==> src/rtl/decode_stage_ctl.sv <==
// RV32 decode stage with ID/EX pipeline register, register file, WB->ID bypass and illegal-opcode flag.
// Optional build macro DECODE_UTYPE_EN enables LUI/AUIPC decode and the alu_a_pc_e output.
module decode_stage_ctl #(
    parameter int               XLEN   = 32,
    parameter int               NREG   = 32,
    parameter logic [XLEN-1:0]  RST_PC = '0,
    localparam int              RW     = $clog2(NREG)
) (
    input  logic            clk,
    input  logic            rst,
    input  logic            stall_d,
    input  logic            flush_e,
    input  logic [31:0]     instr_d,
    input  logic [XLEN-1:0] pc_d,
    input  logic [XLEN-1:0] pc_plus4_d,
    input  logic            reg_write_w,
    input  logic [RW-1:0]   rd_w,
    input  logic [XLEN-1:0] result_w,
    output logic            valid_e,
    output logic            reg_write_e,
    output logic            alu_src_e,
    output logic            mem_write_e,
    output logic [1:0]      result_src_e,
    output logic            branch_e,
    output logic            jump_e,
    output logic [2:0]      alu_control_e,
    output logic            illegal_e,
    output logic [XLEN-1:0] rd1_e,
    output logic [XLEN-1:0] rd2_e,
    output logic [XLEN-1:0] imm_ext_e,
    output logic [RW-1:0]   rs1_e,
    output logic [RW-1:0]   rs2_e,
    output logic [RW-1:0]   rd_e,
    output logic [XLEN-1:0] pc_e,
    output logic [XLEN-1:0] pc_plus4_e
`ifdef DECODE_UTYPE_EN
    ,
    output logic            alu_a_pc_e
`endif
);

    localparam logic [6:0] OP_R     = 7'b0110011;
    localparam logic [6:0] OP_I     = 7'b0010011;
    localparam logic [6:0] OP_LW    = 7'b0000011;
    localparam logic [6:0] OP_SW    = 7'b0100011;
    localparam logic [6:0] OP_BEQ   = 7'b1100011;
    localparam logic [6:0] OP_JAL   = 7'b1101111;
`ifdef DECODE_UTYPE_EN
    localparam logic [6:0] OP_LUI   = 7'b0110111;
    localparam logic [6:0] OP_AUIPC = 7'b0010111;
`endif

    typedef struct packed {
        logic            valid;
        logic            reg_write;
        logic            alu_src;
        logic            mem_write;
        logic [1:0]      result_src;
        logic            branch;
        logic            jump;
        logic [2:0]      alu_control;
        logic            illegal;
`ifdef DECODE_UTYPE_EN
        logic            alu_a_pc;
`endif
        logic [XLEN-1:0] rd1;
        logic [XLEN-1:0] rd2;
        logic [XLEN-1:0] imm_ext;
        logic [RW-1:0]   rs1;
        logic [RW-1:0]   rs2;
        logic [RW-1:0]   rd;
        logic [XLEN-1:0] pc;
        logic [XLEN-1:0] pc_plus4;
    } id_ex_t;

    logic [XLEN-1:0] regs [NREG];
    logic [6:0]      opcode;
    logic [2:0]      funct3;
    logic [RW-1:0]   rs1_d, rs2_d, rd_d;
    logic [XLEN-1:0] rd1_d, rd2_d;
    logic [31:0]     imm_i, imm_s, imm_b, imm_j;
    logic [31:0]     imm32;
    id_ex_t          ex_d, ex_q;

    assign opcode = instr_d[6:0];
    assign funct3 = instr_d[14:12];
    assign imm_i  = {{20{instr_d[31]}}, instr_d[31:20]};
    assign imm_s  = {{20{instr_d[31]}}, instr_d[31:25], instr_d[11:7]};
    assign imm_b  = {{20{instr_d[31]}}, instr_d[7], instr_d[30:25], instr_d[11:8], 1'b0};
    assign imm_j  = {{12{instr_d[31]}}, instr_d[19:12], instr_d[20], instr_d[30:21], 1'b0};

    // LUI has no rs1 field, so its export is forced to x0 to keep the hazard unit quiet
`ifdef DECODE_UTYPE_EN
    assign rs1_d = (opcode == OP_LUI) ? '0 : RW'(instr_d[19:15]);
`else
    assign rs1_d = RW'(instr_d[19:15]);
`endif
    assign rs2_d = RW'(instr_d[24:20]);
    assign rd_d  = RW'(instr_d[11:7]);

    function automatic logic [2:0] alu_op(input logic [2:0] f3, input logic sub);
        case (f3)
            3'b000:  alu_op = sub ? 3'b001 : 3'b000;
            3'b010:  alu_op = 3'b101;
            3'b110:  alu_op = 3'b011;
            3'b111:  alu_op = 3'b010;
            default: alu_op = 3'b000;
        endcase
    endfunction

    // Register read with same-cycle write-back bypass; x0 and out-of-range indices read 0
    always_comb begin
        rd1_d = '0;
        rd2_d = '0;
        if (rs1_d != '0 && int'(rs1_d) < NREG)
            rd1_d = (reg_write_w && rd_w == rs1_d) ? result_w : regs[rs1_d];
        if (rs2_d != '0 && int'(rs2_d) < NREG)
            rd2_d = (reg_write_w && rd_w == rs2_d) ? result_w : regs[rs2_d];
    end

    always_comb begin
        ex_d          = '0;
        imm32         = '0;
        ex_d.valid    = 1'b1;
        ex_d.rd1      = rd1_d;
        ex_d.rd2      = rd2_d;
        ex_d.rs1      = rs1_d;
        ex_d.rs2      = rs2_d;
        ex_d.rd       = rd_d;
        ex_d.pc       = pc_d;
        ex_d.pc_plus4 = pc_plus4_d;
        case (opcode)
            OP_R: begin
                ex_d.reg_write   = 1'b1;
                ex_d.alu_control = alu_op(funct3, instr_d[30]);
            end
            OP_I: begin
                ex_d.reg_write   = 1'b1;
                ex_d.alu_src     = 1'b1;
                ex_d.alu_control = alu_op(funct3, 1'b0);
                imm32            = imm_i;
            end
            OP_LW: begin
                ex_d.reg_write  = 1'b1;
                ex_d.alu_src    = 1'b1;
                ex_d.result_src = 2'b01;
                imm32           = imm_i;
            end
            OP_SW: begin
                ex_d.mem_write = 1'b1;
                ex_d.alu_src   = 1'b1;
                imm32          = imm_s;
            end
            OP_BEQ: begin
                ex_d.branch      = 1'b1;
                ex_d.alu_control = 3'b001;
                imm32            = imm_b;
            end
            OP_JAL: begin
                ex_d.reg_write  = 1'b1;
                ex_d.jump       = 1'b1;
                ex_d.result_src = 2'b10;
                imm32           = imm_j;
            end
`ifdef DECODE_UTYPE_EN
            OP_LUI, OP_AUIPC: begin
                ex_d.reg_write = 1'b1;
                ex_d.alu_src   = 1'b1;
                ex_d.alu_a_pc  = (opcode == OP_AUIPC);
                imm32          = {instr_d[31:12], 12'b0};
            end
`endif
            default: ex_d.illegal = 1'b1;
        endcase
        ex_d.imm_ext = XLEN'(signed'(imm32));
    end

    always_ff @(posedge clk) begin
        if (rst) begin
            for (int i = 0; i < NREG; i++) regs[i] <= '0;
        end else if (reg_write_w && rd_w != '0 && int'(rd_w) < NREG) begin
            regs[rd_w] <= result_w;
        end
    end

    // A flush loads the same bubble as reset but leaves the register file alone
    always_ff @(posedge clk) begin
        if (rst || flush_e) begin
            ex_q          <= '0;
            ex_q.pc       <= RST_PC;
            ex_q.pc_plus4 <= RST_PC;
        end else if (!stall_d) begin
            ex_q <= ex_d;
        end
    end

    assign valid_e       = ex_q.valid;
    assign reg_write_e   = ex_q.reg_write;
    assign alu_src_e     = ex_q.alu_src;
    assign mem_write_e   = ex_q.mem_write;
    assign result_src_e  = ex_q.result_src;
    assign branch_e      = ex_q.branch;
    assign jump_e        = ex_q.jump;
    assign alu_control_e = ex_q.alu_control;
    assign illegal_e     = ex_q.illegal;
    assign rd1_e         = ex_q.rd1;
    assign rd2_e         = ex_q.rd2;
    assign imm_ext_e     = ex_q.imm_ext;
    assign rs1_e         = ex_q.rs1;
    assign rs2_e         = ex_q.rs2;
    assign rd_e          = ex_q.rd;
    assign pc_e          = ex_q.pc;
    assign pc_plus4_e    = ex_q.pc_plus4;
`ifdef DECODE_UTYPE_EN
    assign alu_a_pc_e    = ex_q.alu_a_pc;
`endif

endmodule
==> config.mk <==
export PLATFORM = sky130hd
export DESIGN_NAME = decode_stage_ctl
export DESIGN_NICKNAME = d
export VERILOG_FILES = /design/src/rtl/decode_stage_ctl.sv
export SDC_FILE = /design/constraint.sdc
export NUM_CORES = 2
export LEC_CHECK = 0
export ABC_CLOCK_PERIOD_IN_PS = 2330
export BUFFER_PORTS_ARGS = -buffer_cell sky130_fd_sc_hd__buf_2
export CORE_MARGIN = 2
export CORE_UTILIZATION = 30
export CTS_BUF_LIST = sky130_fd_sc_hd__clkbuf_2
export DETAILED_ROUTE_END_ITERATION = 12
export PLACE_DENSITY = 0.53
export SYNTH_ARGS = -nofsm -noshare
export SYNTH_HDL_FRONTEND = slang
export SYNTH_SLANG_ARGS = --single-unit
==> constraint.sdc <==
create_clock -name clk -period 2.33 [get_ports clk]
set_input_delay 0.3495 -clock clk [delete_from_list [all_inputs] [get_ports clk]]
set_output_delay 0.3495 -clock clk [all_outputs]
set_load 0.005 [all_outputs]
==> results.toml <==
[clock_tree]
insertion_delay_ps = 1830
numCtsBuffers = 344
cts.htree.levels = 5
root_buffer = "clkbuf_2"
cts_tree = "done"
cts_sinks = 1200
cts.clk_slew.worst_paths_ps = 110
cts_buffer_depth = 4

[sta]
period_minus_slack_ps = 2680
fmax_ghz = 0.373
rsz0062_at_grt = "true"
setup_violations = 206
fin_worst_skew_ps = 133
final-hold-violation-count = 0
fin_crit_sh = 1.15
slew_headroom = 0.193
worst_pin_slew_ps = 1210
slew_viol_final = 0
fin_ws_ps = -351

[layout]
final_design_area_no_fill_um2 = 78200
finalNonFillerCells = 8566
final_cell_mix = "edfxtp_1, and2_1, mux2i_1"
final_common_cell = "edfxtp_1"
n_fill_cell = 18726
areaGrowthSynthToFinish_pct = 29.2
nets = 5788
drive_gt1_frac = 0.295

[job]
maxCapViolCount = 0

[critical_path]
crit_path_start_kind = "register"
cp.arrival_ps = 2330
critPathTopFamily = "flip-flops"
worst-path-buf-inv = 1
critPathCaptureType = "output pin"
crit_slowest_cell = "dfxtp_4"
timing.rr.end = "pc_plus4_e[17]"
critical_path_class = "reg -> out"
required_ps = 1980
path_cells = "buf_6"
slowest_delay_ps = 380
worstReg2RegStart = "pc_plus4_e[17]"
ff2ff_path_depth = 6
cp_num_cells = 1
r2r_setup_slack_ps = 150
crit_fanout = 2

[synth]
syn-cell-area_um2 = 60500
synthCells = 4534
ys.warnings.count = 0
avgSynthCellArea_um2 = 13.3
synth_edf_count = 1024
synth_top_area_cell = "edfxtp_1"
synth_ff_type = "edfxtp_1"
synthDominantCellAreaShare = 0.508
synth_seq_cells = 1200
synth-async-reset-ratio = 0
yosysSeqAreaShare = 0.566
yosys.cell_types.count = 61
yosys-top-cells-area = "edfxtp_1, mux2i_1, and2_1"

[outcome]
violations = "setup timing"
outcome = "complete, but fails checks"

[drt]
first_iter_violations = 5392
vias = 46436
dr.pass1.iters = 6
drc_errors = 0
routedWlPerCell_um = 30.0
antenna_left = 0
routed_wl_um = 257000
viasPerCell = 5.42

[die]
start_util = 0.302
fp-row-count = 164
die_h_um = 453
core_um2 = 200000
die_x_um = 453
die-area_um2 = 205000
ioPinCount = 325

[global_route]
grt_util_met3 = 0.0439
met2_usage = 0.389
grt_usage = 0.241
busiest_layer = "met2"
grt_max_degree = 64
grt_overflow = 0
use_met1 = 0.315
antenna_found_initial = 24
grt_pass1_vias = 46675
grt_pass1_wl_um = 351000

[placed_design]
placedCellCount = 7439
placed_area_um2 = 68700
gp_congestion = 0.914
hpwl_um = 164000
numPortBuffers = 324

[worst_hold_path]
hold_class = "in -> reg"
hold_depth = 6
holdPathEnd = "imm_ext_e[3]"
holdCritStartpoint = "instr_d[0]"

[pwr]
total_leakage_power_uw = 0.0304
ir_drop_v = 0.000527
power.density_nw_per_um2 = 604
-- cell usage after synthesis (5+ instances only) --
master	number
a21oi_1	19
a221o_1	63
a22o_1	10
a22oi_1	320
and2_1	994
and4b_1	6
buf_1	7
buf_2	141
buf_4	27
buf_6	7
clkbuf_1	290
dfxtp_1	176
edfxtp_1	1024
inv_1	7
mux2i_1	718
mux4_2	193
nand2_1	29
nand3_1	6
nand3b_1	7
nand4_1	64
nor2_1	152
nor4_1	64
nor4bb_1	5
o211ai_1	31
o21ai_0	9
o22ai_1	64
or2_2	32
or3_1	7
xnor2_1	6
-- layer usage --
metal / wire, um / part of all wire
met5: 30 / 0.00012
met4: 11800 / 0.046
met3: 20600 / 0.080
met2: 120000 / 0.47
met1: 105000 / 0.41
-- through the flow --
stage / worst slack, ps / total power, uW / utilization / hold WS, ps / TNS (ps)
2_1_floorplan: 138 / 28200 / - / 447 / 0
3_5_place_dp: -226 / 31100 / 0.343 / 447 / -1230
4_1_cts: -572 / 47300 / 0.388 / 4.86 / -97980
6_report: -351 / 47200 / 0.391 / 117 / -40150
5_1_grt: -576 / 49000 / 0.391 / -32.3 / -81430
3_3_place_gp: -233 / 31000 / 0.343 / 434 / -1390
-- flip-flops by register name (all words and copies together) (netlist names), 2 cells and up --
signal,count
alu_control_e,3
imm_ext_e,21
pc_e,32
pc_plus4_e,32
rd1_e,32
rd2_e,32
rd_e,5
regs,1024
result_src_e,2
rs1_e,5
rs2_e,5
-- report_power, final --
| group | internal [uW] | leakage, uW | switching, uW |
|---|---|---|---|
| clock | 6070 | 0.00232 | 9590 |
| combinational | 2940 | 0.0168 | 3550 |
| sequential | 24400 | 0.0113 | 683 |
-- area by class of cell --
class                      count  area, um2  share of cell area
multi-input combinational   2884      24600               0.315
clock inverter                67        310             0.00397
clock buffer                 521       2610              0.0334
inverter                       7       26.3            0.000336
timing repair buffer        1213      12600               0.162
tap                         2656       3320              0.0425
sequential                  1200      34600               0.443
antenna                       18       45.0            0.000576
-- worst max path at each step --
stage	to	startpoint
after CTS	rd1_e[8]	rd1_e[8]
after global routing	rd2_e[12]	rd2_e[12]
after detailed placement	imm_ext_e[16]	instr_d[4]
after floorplan	regs[12][0]	rd_w[2]
final	rd2_e[26]	rd2_e[26]
after global placement	imm_ext_e[16]	instr_d[4]
-- kinds of logic after synthesis --
logic type,synth area share
compound gates,0.0669
xor+xnor,0.00145
buf+inv,0.0354
flops,0.566
mux,0.191
other cells,0.0000620
simple gates,0.139
-- timing repair --
| item | 4_1_cts | 5_1_grt |
|---|---|---|
| setup buffers | 10 | 20 |
| hold buffers | 490 | 4 |
| hold endpoints to repair | 2192 | 12 |
| gates resized for setup | 337 | 69 |
| endpoints found under the setup margin | 187 | 525 |
| gates cloned | 0 | 1 |
(Power assumes the default switching activity.)
